`config.mk`:
```
export PLATFORM = sky130hd
export DESIGN_NAME = mmio_uart_tx_flat
export DESIGN_NICKNAME = d
export VERILOG_FILES = /design/src/rtl/mmio_uart_tx_if.sv /design/src/rtl/mmio_uart_tx.sv /design/src/flat_wrapper.sv
export SDC_FILE = /design/constraint.sdc
export NUM_CORES = 1
export LEC_CHECK = 0
export ABC_AREA = 1
export BUFFER_PORTS_ARGS = -buffer_cell sky130_fd_sc_hd__buf_2
export CAP_MARGIN = 30
export CORE_ASPECT_RATIO = 2
export CORE_MARGIN = 1
export CORE_UTILIZATION = 53
export CTS_CLUSTER_SIZE = 12
export DETAILED_ROUTE_END_ITERATION = 10
export PLACE_DENSITY = 0.76
export SLEW_MARGIN = 5
export SYNTH_ARGS = -nofsm -noshare
export SYNTH_HDL_FRONTEND = slang
export SYNTH_SLANG_ARGS = --single-unit
```
`constraint.sdc`:
```
create_clock -name clock -period 2.6 [get_ports clock]
set_clock_uncertainty 0.15 [all_clocks]
set_input_delay 0.39 -clock clock [delete_from_list [all_inputs] [get_ports clock]]
set_output_delay 0.39 -clock clock [all_outputs]
set_load 0.005 [all_outputs]
```
`src/rtl/mmio_uart_tx_if.sv`:
```
// CPU-side memory/IO bus bundle for the memory-mapped UART transmitter.
// The CPU drives address/data/strobe; the peripheral returns registered read data and hit.
interface mmio_uart_tx_if;
    logic [15:0] cpu_address;
    logic [15:0] cpu_write_data;
    logic        cpu_write_enable;
    logic [15:0] cpu_read_data;
    logic        cpu_read_hit;

    modport master (
        output cpu_address,
        output cpu_write_data,
        output cpu_write_enable,
        input  cpu_read_data,
        input  cpu_read_hit
    );

    modport slave (
        input  cpu_address,
        input  cpu_write_data,
        input  cpu_write_enable,
        output cpu_read_data,
        output cpu_read_hit
    );
endinterface

```
`src/rtl/mmio_uart_tx.sv`:
```
// Memory-mapped 8N1 serial transmitter: CPU byte writes go through a TX FIFO and
// are shifted out LSB-first; a status word is readable with one cycle of latency.
module mmio_uart_tx #(
    parameter int unsigned CLKS_PER_BIT = 434,
    parameter int unsigned FIFO_DEPTH   = 8,
    parameter logic [15:0] DATA_ADDR    = 16'hFFFB,
    parameter logic [15:0] STATUS_ADDR  = 16'hFFFA
) (
    input  logic         clock,
    input  logic         reset,
    mmio_uart_tx_if.slave bus,
    output logic         tx,
    output logic         tx_busy
);

    localparam int unsigned PTR_W = (FIFO_DEPTH > 1) ? $clog2(FIFO_DEPTH) : 1;
    localparam int unsigned CNT_W = PTR_W + 1;

    typedef enum logic [1:0] {
        S_IDLE,
        S_START,
        S_DATA,
        S_STOP
    } state_t;

    // ---------------- bus decode ----------------
    logic push_req;
    logic status_wr;
    logic status_sel;

    assign push_req   = bus.cpu_write_enable && (bus.cpu_address == DATA_ADDR);
    assign status_wr  = bus.cpu_write_enable && (bus.cpu_address == STATUS_ADDR);
    assign status_sel = (bus.cpu_address == STATUS_ADDR);

    logic unused_wdata;
    assign unused_wdata = ^{bus.cpu_write_data[15:8], bus.cpu_write_data[2:0]};

    // ---------------- FIFO ----------------
    logic [7:0]       mem_q [FIFO_DEPTH];
    logic [PTR_W-1:0] wr_ptr_q, rd_ptr_q;
    logic [CNT_W-1:0] count_q;
    logic             fifo_full, fifo_empty;
    logic             pop;
    logic             push_ok;
    logic             overflow_q;

    assign fifo_full  = (count_q == CNT_W'(FIFO_DEPTH));
    assign fifo_empty = (count_q == '0);
    // A pop in the same cycle frees the slot, so a push into a full FIFO still lands.
    assign push_ok    = push_req && (!fifo_full || pop);

    always_ff @(posedge clock) begin
        if (push_ok) begin
            mem_q[wr_ptr_q] <= bus.cpu_write_data[7:0];
        end
    end

    always_ff @(posedge clock) begin
        if (reset) begin
            wr_ptr_q   <= '0;
            rd_ptr_q   <= '0;
            count_q    <= '0;
            overflow_q <= 1'b0;
        end else begin
            if (push_ok) begin
                wr_ptr_q <= wr_ptr_q + 1'b1;
            end
            if (pop) begin
                rd_ptr_q <= rd_ptr_q + 1'b1;
            end
            case ({push_ok, pop})
                2'b10:   count_q <= count_q + 1'b1;
                2'b01:   count_q <= count_q - 1'b1;
                default: count_q <= count_q;
            endcase
            if (push_req && !push_ok) begin
                overflow_q <= 1'b1;
            end else if (status_wr && bus.cpu_write_data[3]) begin
                overflow_q <= 1'b0;
            end
        end
    end

    // ---------------- transmit FSM ----------------
    state_t      state_q, state_d;
    logic [15:0] baud_q, baud_d;
    logic [2:0]  bit_q, bit_d;
    logic [7:0]  shift_q, shift_d;
    logic        tx_q, tx_d;
    logic        busy_q, busy_d;
    logic        baud_last;

    assign baud_last = (baud_q == 16'(CLKS_PER_BIT - 1));

    always_ff @(posedge clock) begin
        if (reset) begin
            state_q <= S_IDLE;
            baud_q  <= '0;
            bit_q   <= '0;
            shift_q <= '0;
            tx_q    <= 1'b1;
            busy_q  <= 1'b0;
        end else begin
            state_q <= state_d;
            baud_q  <= baud_d;
            bit_q   <= bit_d;
            shift_q <= shift_d;
            tx_q    <= tx_d;
            busy_q  <= busy_d;
        end
    end

    always_comb begin
        state_d = state_q;
        baud_d  = baud_q;
        bit_d   = bit_q;
        shift_d = shift_q;
        pop     = 1'b0;
        case (state_q)
            S_IDLE: begin
                if (!fifo_empty) begin
                    pop     = 1'b1;
                    shift_d = mem_q[rd_ptr_q];
                    baud_d  = '0;
                    bit_d   = '0;
                    state_d = S_START;
                end
            end
            S_START: begin
                if (baud_last) begin
                    baud_d  = '0;
                    state_d = S_DATA;
                end else begin
                    baud_d = baud_q + 1'b1;
                end
            end
            S_DATA: begin
                if (baud_last) begin
                    baud_d  = '0;
                    shift_d = {1'b0, shift_q[7:1]};
                    if (bit_q == 3'd7) begin
                        state_d = S_STOP;
                    end else begin
                        bit_d = bit_q + 1'b1;
                    end
                end else begin
                    baud_d = baud_q + 1'b1;
                end
            end
            S_STOP: begin
                if (baud_last) begin
                    baud_d  = '0;
                    state_d = S_IDLE;
                end else begin
                    baud_d = baud_q + 1'b1;
                end
            end
            default: state_d = S_IDLE;
        endcase
    end

    // Line and busy are registered from the state, so both trail the FSM by one cycle.
    always_comb begin
        tx_d   = 1'b1;
        busy_d = (state_q != S_IDLE);
        case (state_q)
            S_START: tx_d = 1'b0;
            S_DATA:  tx_d = shift_q[0];
            default: tx_d = 1'b1;
        endcase
    end

    assign tx      = tx_q;
    assign tx_busy = busy_q;

    // ---------------- status read path ----------------
    logic [15:0] status;
    logic [15:0] rdata_q;
    logic        hit_q;

    assign status = {8'h00, 4'(count_q), overflow_q, busy_q, fifo_empty, fifo_full};

    always_ff @(posedge clock) begin
        if (reset) begin
            rdata_q <= '0;
            hit_q   <= 1'b0;
        end else begin
            rdata_q <= status_sel ? status : 16'h0000;
            hit_q   <= status_sel;
        end
    end

    assign bus.cpu_read_data = rdata_q;
    assign bus.cpu_read_hit  = hit_q;

endmodule

```
`src/flat_wrapper.sv`:
```
// flat-port wrapper written by rule: the top's interface ports become plain ports
module mmio_uart_tx_flat 
#(
    parameter int unsigned CLKS_PER_BIT = 434,
    parameter int unsigned FIFO_DEPTH   = 8,
    parameter logic [15:0] DATA_ADDR    = 16'hFFFB,
    parameter logic [15:0] STATUS_ADDR  = 16'hFFFA
)
  (clock, reset, tx, tx_busy, bus_cpu_address, bus_cpu_write_data, bus_cpu_write_enable, bus_cpu_read_data, bus_cpu_read_hit);
  mmio_uart_tx_if bus_i ();
  input  logic clock;
  input  logic reset;
  output logic tx;
  output logic tx_busy;
  input wire logic [$bits(bus_i.cpu_address)-1:0] bus_cpu_address;
  input wire logic [$bits(bus_i.cpu_write_data)-1:0] bus_cpu_write_data;
  input wire logic [$bits(bus_i.cpu_write_enable)-1:0] bus_cpu_write_enable;
  output wire logic [$bits(bus_i.cpu_read_data)-1:0] bus_cpu_read_data;
  output wire logic [$bits(bus_i.cpu_read_hit)-1:0] bus_cpu_read_hit;
  assign bus_i.cpu_address = bus_cpu_address;
  assign bus_i.cpu_write_data = bus_cpu_write_data;
  assign bus_i.cpu_write_enable = bus_cpu_write_enable;
  assign bus_cpu_read_data = bus_i.cpu_read_data;
  assign bus_cpu_read_hit = bus_i.cpu_read_hit;
  mmio_uart_tx #(.CLKS_PER_BIT(CLKS_PER_BIT), .FIFO_DEPTH(FIFO_DEPTH), .DATA_ADDR(DATA_ADDR), .STATUS_ADDR(STATUS_ADDR)) u_core (.clock(clock), .reset(reset), .bus(bus_i), .tx(tx), .tx_busy(tx_busy));
endmodule
```
==> results of run 1 <==
-- cell usage in the layout, fill, tap and decap left out, types with 3 or more instances in the layout --
| master | n |
|---|---|
| a21oi_1 | 34 |
| buf_2 | 37 |
| buf_4 | 22 |
| clkbuf_1 | 4 |
| clkbuf_16 | 17 |
| clkinv_2 | 6 |
| conb_1 | 8 |
| dfxtp_1 | 54 |
| edfxtp_1 | 64 |
| ha_1 | 13 |
| inv_1 | 45 |
| nand2_1 | 171 |
| nand2_4 | 3 |
| nand3_1 | 60 |
| nand4_1 | 15 |
| nor2_1 | 61 |
| nor2_2 | 4 |
| nor3_1 | 8 |
| o21ai_0 | 20 |
| xor2_1 | 3 |
-- timing repair --
action                     in CTS  in global routing
setup endpoints to repair       0                  1
buffers inserted                0                  0
gates resized for setup         0                  2
-- layer usage --
layer	share of wire, %	GRT usage (%)	up-vias
met5	0	0	-
met4	4.0	15.2	0
met3	4.3	6.55	50
met2	56	47.5	140
met1	35	22.5	2062
li1	-	-	2124
-- cell families after synthesis --
| group | after synthesis |
|---|---|
| adder cells (fa/ha/maj) | 14 |
| flip-flops | 118 |
| AND/OR/NAND/NOR | 334 |
| buffers and inverters | 74 |
| XOR/XNOR | 5 |
| AO/OA/AOI/OAI | 61 |
| other | 1 |
-- final cells by class --
type                    instances  area [µm²]
well taps                     132         165
fillers                       772        3440
clock inverters                10         106
repair buffers                 59         350
multi-input cells             422        2060
inverters                      48         180
clock buffers                  22         454
flip-flops and latches        118        3000
-- state kept, by name (all words and copies together) (netlist names), named ones only --
signal and count:
u_core.bit_q 3, u_core.count_q 4, u_core.bus.cpu_read_hit 1, u_core.shift_q 8, u_core.baud_q 16, u_core.overflow_q 1
u_core.tx_busy 1, u_core.wr_ptr_q 3, u_core.bus.cpu_read_data 8, u_core.mem_q 64, u_core.rd_ptr_q 3, u_core.tx 1
u_core.state_q 2
-- power by group --
group          total (mW)  switching (mW)  leakage [nW]  internal [mW]
registers            2.23           0.112          1.01           2.12
clock network        2.20           0.780         0.277           1.42
logic                1.78            1.18          1.34          0.604
total                6.22            2.07          2.63           4.15
-- per-stage QoR --
step	std cells	area (µm²)
finish	811	6320
global route	811	6320
CTS	811	6310
detailed placement	779	5750
global placement	779	5750
floorplan	614	5370
-- critical path: cells and delay by family (launching register included) --
| family | cells | cell delay [ps] |
|---|---|---|
| buffers and inverters | 3 | 230 |
| AO/OA/AOI/OAI | 2 | 220 |
| AND/OR/NAND/NOR | 2 | 330 |
| flip-flops | 1 | 380 |
| adder cells (fa/ha/maj) | 3 | 670 |
| XOR/XNOR | 2 | 370 |
-- worst max-delay path by stage --
| stage | start | endpoint | slack [ps] |
|---|---|---|---|
| floorplan | u_core.state_q[0]$_SDFFE_PP0P_ | u_core.count_q[2]$_SDFFE_PP0P_ | 160 |
| global placement | bus_cpu_address[14] | u_core.count_q[2]$_SDFFE_PP0P_ | 240 |
| detailed placement | u_core.state_q[0]$_SDFFE_PP0P_ | u_core.count_q[2]$_SDFFE_PP0P_ | 130 |
| CTS | u_core.state_q[0]$_SDFFE_PP0P_ | u_core.count_q[2]$_SDFFE_PP0P_ | 70 |
| global route | u_core.state_q[0]$_SDFFE_PP0P_ | u_core.count_q[3]$_SDFFE_PP0P_ | -6 |
| finish | u_core.state_q[0]$_SDFFE_PP0P_ | u_core.count_q[2]$_SDFFE_PP0P_ | 120 |
==> impl_metrics.tcl, run 1 <==
set metrics [dict create \
    status "completed" \
    drc 0 \
    synth_ff_type "edfxtp_1" \
    die_area_um2 10500 \
    synth_top_cell_by_area "edfxtp_1" \
    hold_path_end "u_core.mem_q[0][0]$_DFFE_PP_" \
    critPathSlowestCell "dfxtp_1" \
    r2r_slack_ps 120 \
    worst_slack_ps 120 \
    ir_drop_mv 0.711 \
    avgRoutedWirePerCell_um 15.0 \
    core_um2 9760 \
    cp_common_cell "inv_1" \
    drv_slew 0 \
    grt-ovfl-total 0 \
    synth_fa_ha_area_share_pct 3.28 \
    seq_area_frac_synth_pct 56.2 \
    hold_viol 0 \
    grt_max_degree 33 \
    start_util_pct 54.8 \
    gp_congestion 0.837 \
    powerDensity_nw_per_um2 984 \
    synth_seq_cells 118 \
    io_pins 54 \
    dieHeight_um 144 \
    slowest_delay_ps 380 \
    fin_setup_tns_ps 0 \
    syn_inst 607 \
    worst_ep_arrival_time_ps 2630 \
    crit_type "reg -> reg" \
    synthTopCellsByArea "edfxtp_1 36%, dfxtp_1 20%, nand2_1 12%, nand3_1 5.6%, nor2_1 4.3%" \
    utilization_pct 64.7 \
    worst_pin_slew_ps 542 \
    fmax_mhz 403 \
    synthXorXnorAreaFrac_pct 0.819 \
    maxSlewHeadroom_pct 63.8 \
    maxCapViolCount 0 \
    root_buffer "clkbuf_16" \
    path_clk_slew_ps 50 \
    fin_crit_ps 2480 \
    grt_pass1_vias 4375 \
    area_growth_pct 18.2 \
    crit_path_end_kind "register" \
    drt_wl_total_um 12200 \
    crit_chain "inv_1, ha_1, inv_1, nand4_1, nand3_1, ha_2, xor2_2, ha_1, a21oi_1, xnor2_1, o21ai_0, inv_1" \
    via_per_inst 5.40 \
    final_antenna_net_count 0 \
    yosys_warnings 0 \
    finalCritPeriodShare_pct 95.4 \
    firstDrtPassIters 5 \
    port_buffers 37 \
    fin_nets 715 \
    numCtsBuffers 17 \
    layout-drive-gt1-share_pct 15.8 \
    r2r-start "u_core.state_q[0]$_SDFFE_PP0P_" \
    rows 51 \
    worst_hold_slack_ps 99.9 \
    dpl.hpwl_um 8440 \
    r2r_cells 12 \
    min_path_type "in -> reg" \
    p_leak_nw 2.63 \
    drtIter0Drc 213 \
    synth_most_common_cell "nand2_1" \
    clock-sinks 118 \
    syn_area_per_cell_um2 8.81 \
    crit_path_start_kind "register" \
    vias 4376 \
    synth_top_area_share_pct 35.9 \
    synthArstFlopShare_pct 0 \
    cts_hold_buf 0 \
    die_w_um 73.0 \
    yosys-top-cells-count "171 x nand2_1, 64 x edfxtp_1, 61 x nor2_1, 60 x nand3_1, 54 x dfxtp_1" \
    place_ws_ps 135 \
    cts-htree-levels 4 \
    setup_viol 0 \
    synth_edf_count 64 \
    synth-simple-area-share_pct 27.5 \
    grtUsageTotal_pct 25.0 \
    synth_compound_area_share_pct 6.13 \
    clockBufferDepth 2 \
    hp-start "bus_cpu_write_data[0]" \
    synth.distinct_cells 36 \
    worstSkewPairLatency_ps 410 \
    tritoncts "done" \
    grt_pass1_wl_um 19500 \
    r2r-end "u_core.count_q[2]$_SDFFE_PP0P_" \
    synth_top_family_by_area "simple AND/OR/NAND/NOR gates" \
    finalPower_mw 6.22 \
    hold_depth 1 \
    syn_area_um2 5350 \
    cp_max_fo 5 \
    muxShareOfSynthArea_pct 0 \
    n_antenna_cell 0 \
    antenna_found_initial 0 \
    required_ps 2750 \
]
No activity file was read; power rests on OpenSTA's default activity.
==> run 2: changes to the inputs <==
ABC_AREA = 0   (was 1)
==> run 2 against run 1 <==
Compared with the run above: the run now ends with DRC left; global-route usage is 2.0 points lower; fmax is 3.2% lower; worst setup slack worse by 82 ps; core utilization is 1.9 points higher; routed wire length is 12% lower; sequential share of layout area is 0.83 points higher; total power is 24% lower; sequential cell count stayed put; critical path type unchanged; largest power group is now the clock network; highest routed layer unchanged.
==> impl_metrics.tcl, run 2 <==
set metrics [dict create \
    layout_commonest_cell "edfxtp_1" \
    r2r_cells 11 \
    antenna_found_initial 0 \
    finalCritPeriodShare_pct 98.5 \
    hold_path_end "u_core.mem_q[5][6]$_DFFE_PP_" \
    dpl_cell_area_um2 5520 \
    cp_max_fo 7 \
    path_clk_slew_ps 50 \
    synth_fa_ha_area_share_pct 3.47 \
    core_um2 9320 \
    yosys_warnings 0 \
    vias 3461 \
    powerDensity_nw_per_um2 764 \
    rows 50 \
    drt_wl_total_um 10700 \
    syn_area_per_cell_um2 12.7 \
    utilization_pct 66.6 \
    grt_pass1_wl_um 16700 \
    firstDrtPassIters 9 \
    reg_top3 "u_core.mem_q x64, u_core.baud_q x16" \
    hold_depth 1 \
    clockBufferDepth 2 \
    gp_congestion 0.940 \
    hold_viol 0 \
    seqCellArea_um2 3000 \
    final_antenna_net_count 0 \
    cts-htree-levels 4 \
    fillCellCount 697 \
    largest_reg_flops 64 \
    crit_path_end_kind "register" \
    dieHeight_um 140 \
    area_growth_pct 23.0 \
    violations "DRC" \
    avgRoutedWirePerCell_um 18.3 \
    synth_top_family_by_area "simple AND/OR/NAND/NOR gates" \
    grt_pass1_vias 3531 \
    mostFrequentLayoutCells "64 x edfxtp_1, 54 x dfxtp_1, 40 x nor2_1" \
    drtIter0Drc 199 \
    syn_inst 398 \
    synthArstFlopShare_pct 0 \
    start_util_pct 54.1 \
    io_pins 54 \
    worst_ep_arrival_time_ps 2750 \
    grt-ovfl-total 0 \
    fmax_mhz 390 \
    finalPower_mw 4.74 \
    ir_drop_mv 0.555 \
    port_buffers 37 \
    die_w_um 71.0 \
    synth_top_area_share_pct 38.1 \
    seq_area_frac_synth_pct 59.5 \
    clock-sinks 118 \
    crit_path_start_kind "register" \
    die_area_um2 9940 \
    fin_nets 518 \
    synth_most_common_cell "edfxtp_1" \
    syn_area_um2 5050 \
    synth_ff_type "edfxtp_1" \
    required_ps 2790 \
    maxCapViolCount 0 \
    synth_top_cell_by_area "edfxtp_1" \
    largest-register "u_core.mem_q" \
    numCtsBuffers 17 \
    synth_edf_count 64 \
    n_antenna_cell 0 \
    fin_area_um2 6210 \
    worstSkewPairLatency_ps 410 \
    via_per_inst 5.91 \
    synth.distinct_cells 52 \
    drc 4 \
    synth_compound_area_share_pct 7.59 \
    worst_pin_slew_ps 658 \
    fin_setup_tns_ps 0 \
    fin_crit_ps 2560 \
    synth_seq_cells 118 \
    status "complete, but fails checks" \
    tritoncts "done" \
    root_buffer "clkbuf_16" \
    grt_max_degree 33 \
    muxShareOfSynthArea_pct 9.32 \
    hp-start "bus_cpu_write_data[6]" \
    synth-simple-area-share_pct 14.7 \
    setup_viol 0 \
    crit_type "reg -> reg" \
    r2r_slack_ps 40 \
    r2r-start "u_core.count_q[0]$_SDFFE_PP0P_" \
    yosys-top-cells-count "64 x edfxtp_1, 54 x dfxtp_1, 40 x nor2_1, 19 x nand2_1, 16 x mux4_2" \
    multiInputGateArea_um2 1990 \
    drv_slew 0 \
    synthXorXnorAreaFrac_pct 1.91 \
    p_leak_nw 2.30 \
    maxSlewHeadroom_pct 55.8 \
    synthTopCellsByArea "edfxtp_1 38%, dfxtp_1 21%, mux4_2 7.1%, ha_1 3.5%, nor2_1 3.0%" \
    grtUsageTotal_pct 23.0 \
    layout-drive-gt1-share_pct 28.4 \
    min_path_type "in -> reg" \
    dpl.hpwl_um 7300 \
    r2r-end "u_core.count_q[2]$_SDFFE_PP0P_" \
]
==> run 2: changes by cell type after synthesis, sizes merged, moves of 6 or more <==
cell,before,now
and2,0,9
a221oi,0,7
nand3,62,10
nor3b,1,8
nand2,176,19
nor2,68,40
o21ai,22,16
nand4,15,5
a21oi,35,14
mux4,0,16
nor4,1,8
mux2i,0,11
inv,47,11
==> run 2: logic make-up (layout without fill, tap and decap cells) <==
family,count (synthesis),count (layout)
buffers and inverters,34,111
flip-flops,118,118
AND/OR/NAND/NOR,135,135
multiplexers,27,27
other,1,8
AO/OA/AOI/OAI,58,58
adder cells (fa/ha/maj),14,14
XOR/XNOR,11,11
==> run 2: where the power goes <==
| part | internal (mW) | total (mW) | switching [mW] |
|---|---|---|---|
| Sequential | 1.99 | 2.00 | 0.0143 |
| Combinational | 0.125 | 0.346 | 0.222 |
| Clock | 1.60 | 2.40 | 0.799 |
==> run 2: how the worst max path moves through the flow <==
stage / start / to / slack, ps / depth (start not counted)
finish: u_core.count_q[0]$_SDFFE_PP0P_ / u_core.count_q[2]$_SDFFE_PP0P_ / 40 / 11
global route: u_core.count_q[0]$_SDFFE_PP0P_ / u_core.count_q[2]$_SDFFE_PP0P_ / -40 / 11
CTS: u_core.state_q[0]$_SDFFE_PP0P_ / u_core.count_q[2]$_SDFFE_PP0P_ / 20 / 11
detailed placement: bus_cpu_address[7] / u_core.count_q[2]$_SDFFE_PP0P_ / -80 / 11
global placement: bus_cpu_address[15] / u_core.count_q[2]$_SDFFE_PP0P_ / 20 / 11
floorplan: bus_cpu_address[15] / u_core.mem_q[1][0]$_DFFE_PP_ / -130 / 4
==> run 2: worst max-delay path: stages (launching register included) <==
cell       delay [ps]
dfxtp_1           330
buf_4             170
nor3_2            230
nand2_2           120
o2111ai_4         270
ha_4              190
xor2_1            170
ha_2              200
a21oi_2            40
xor2_1            150
or3_1             330
a21oi_2           150
==> run 2: repair_timing <==
item | 4_1_cts | 5_1_grt
pin swaps | 0 | 4
hold buffers | 0 | 0
endpoints found under the setup margin | 1 | 1
gates resized for setup | 1 | 8
buffers inserted | 0 | 3
==> run 2: final cells by class <==
| class | instances | share of cell area [%] |
|---|---|---|
| inverters | 11 | 0.665 |
| multi-input cells | 253 | 32.0 |
| flip-flops and latches | 118 | 48.4 |
| clock buffers | 19 | 6.97 |
| well taps | 104 | 2.10 |
| repair buffers | 68 | 6.99 |
| clock inverters | 13 | 2.92 |
==> run 2: metrics by stage <==
stage | setup WS [ps] | hold WS, ps | instances
detailed placement | -75.5 | 284 | 551
floorplan | -125 | 295 | 405
global route | -38.6 | 85.3 | 586
global placement | 18.8 | 287 | 551
finish | 38.1 | 96.5 | 586
CTS | 15.0 | 79.7 | 583
==> run 2: layer usage <==
| layer | up-vias | part of all wire (%) | routed length (µm) | track usage, % |
|---|---|---|---|---|
| met2 | 106 | 56 | 6000 | 42.5 |
| li1 | 1629 | - | - | - |
| met1 | 1683 | 35 | 3790 | 21.3 |
| met3 | 43 | 3.4 | 367 | 6.76 |
| met5 | - | 0 | 0 | 0 |
| met4 | 0 | 5.0 | 537 | 14.4 |
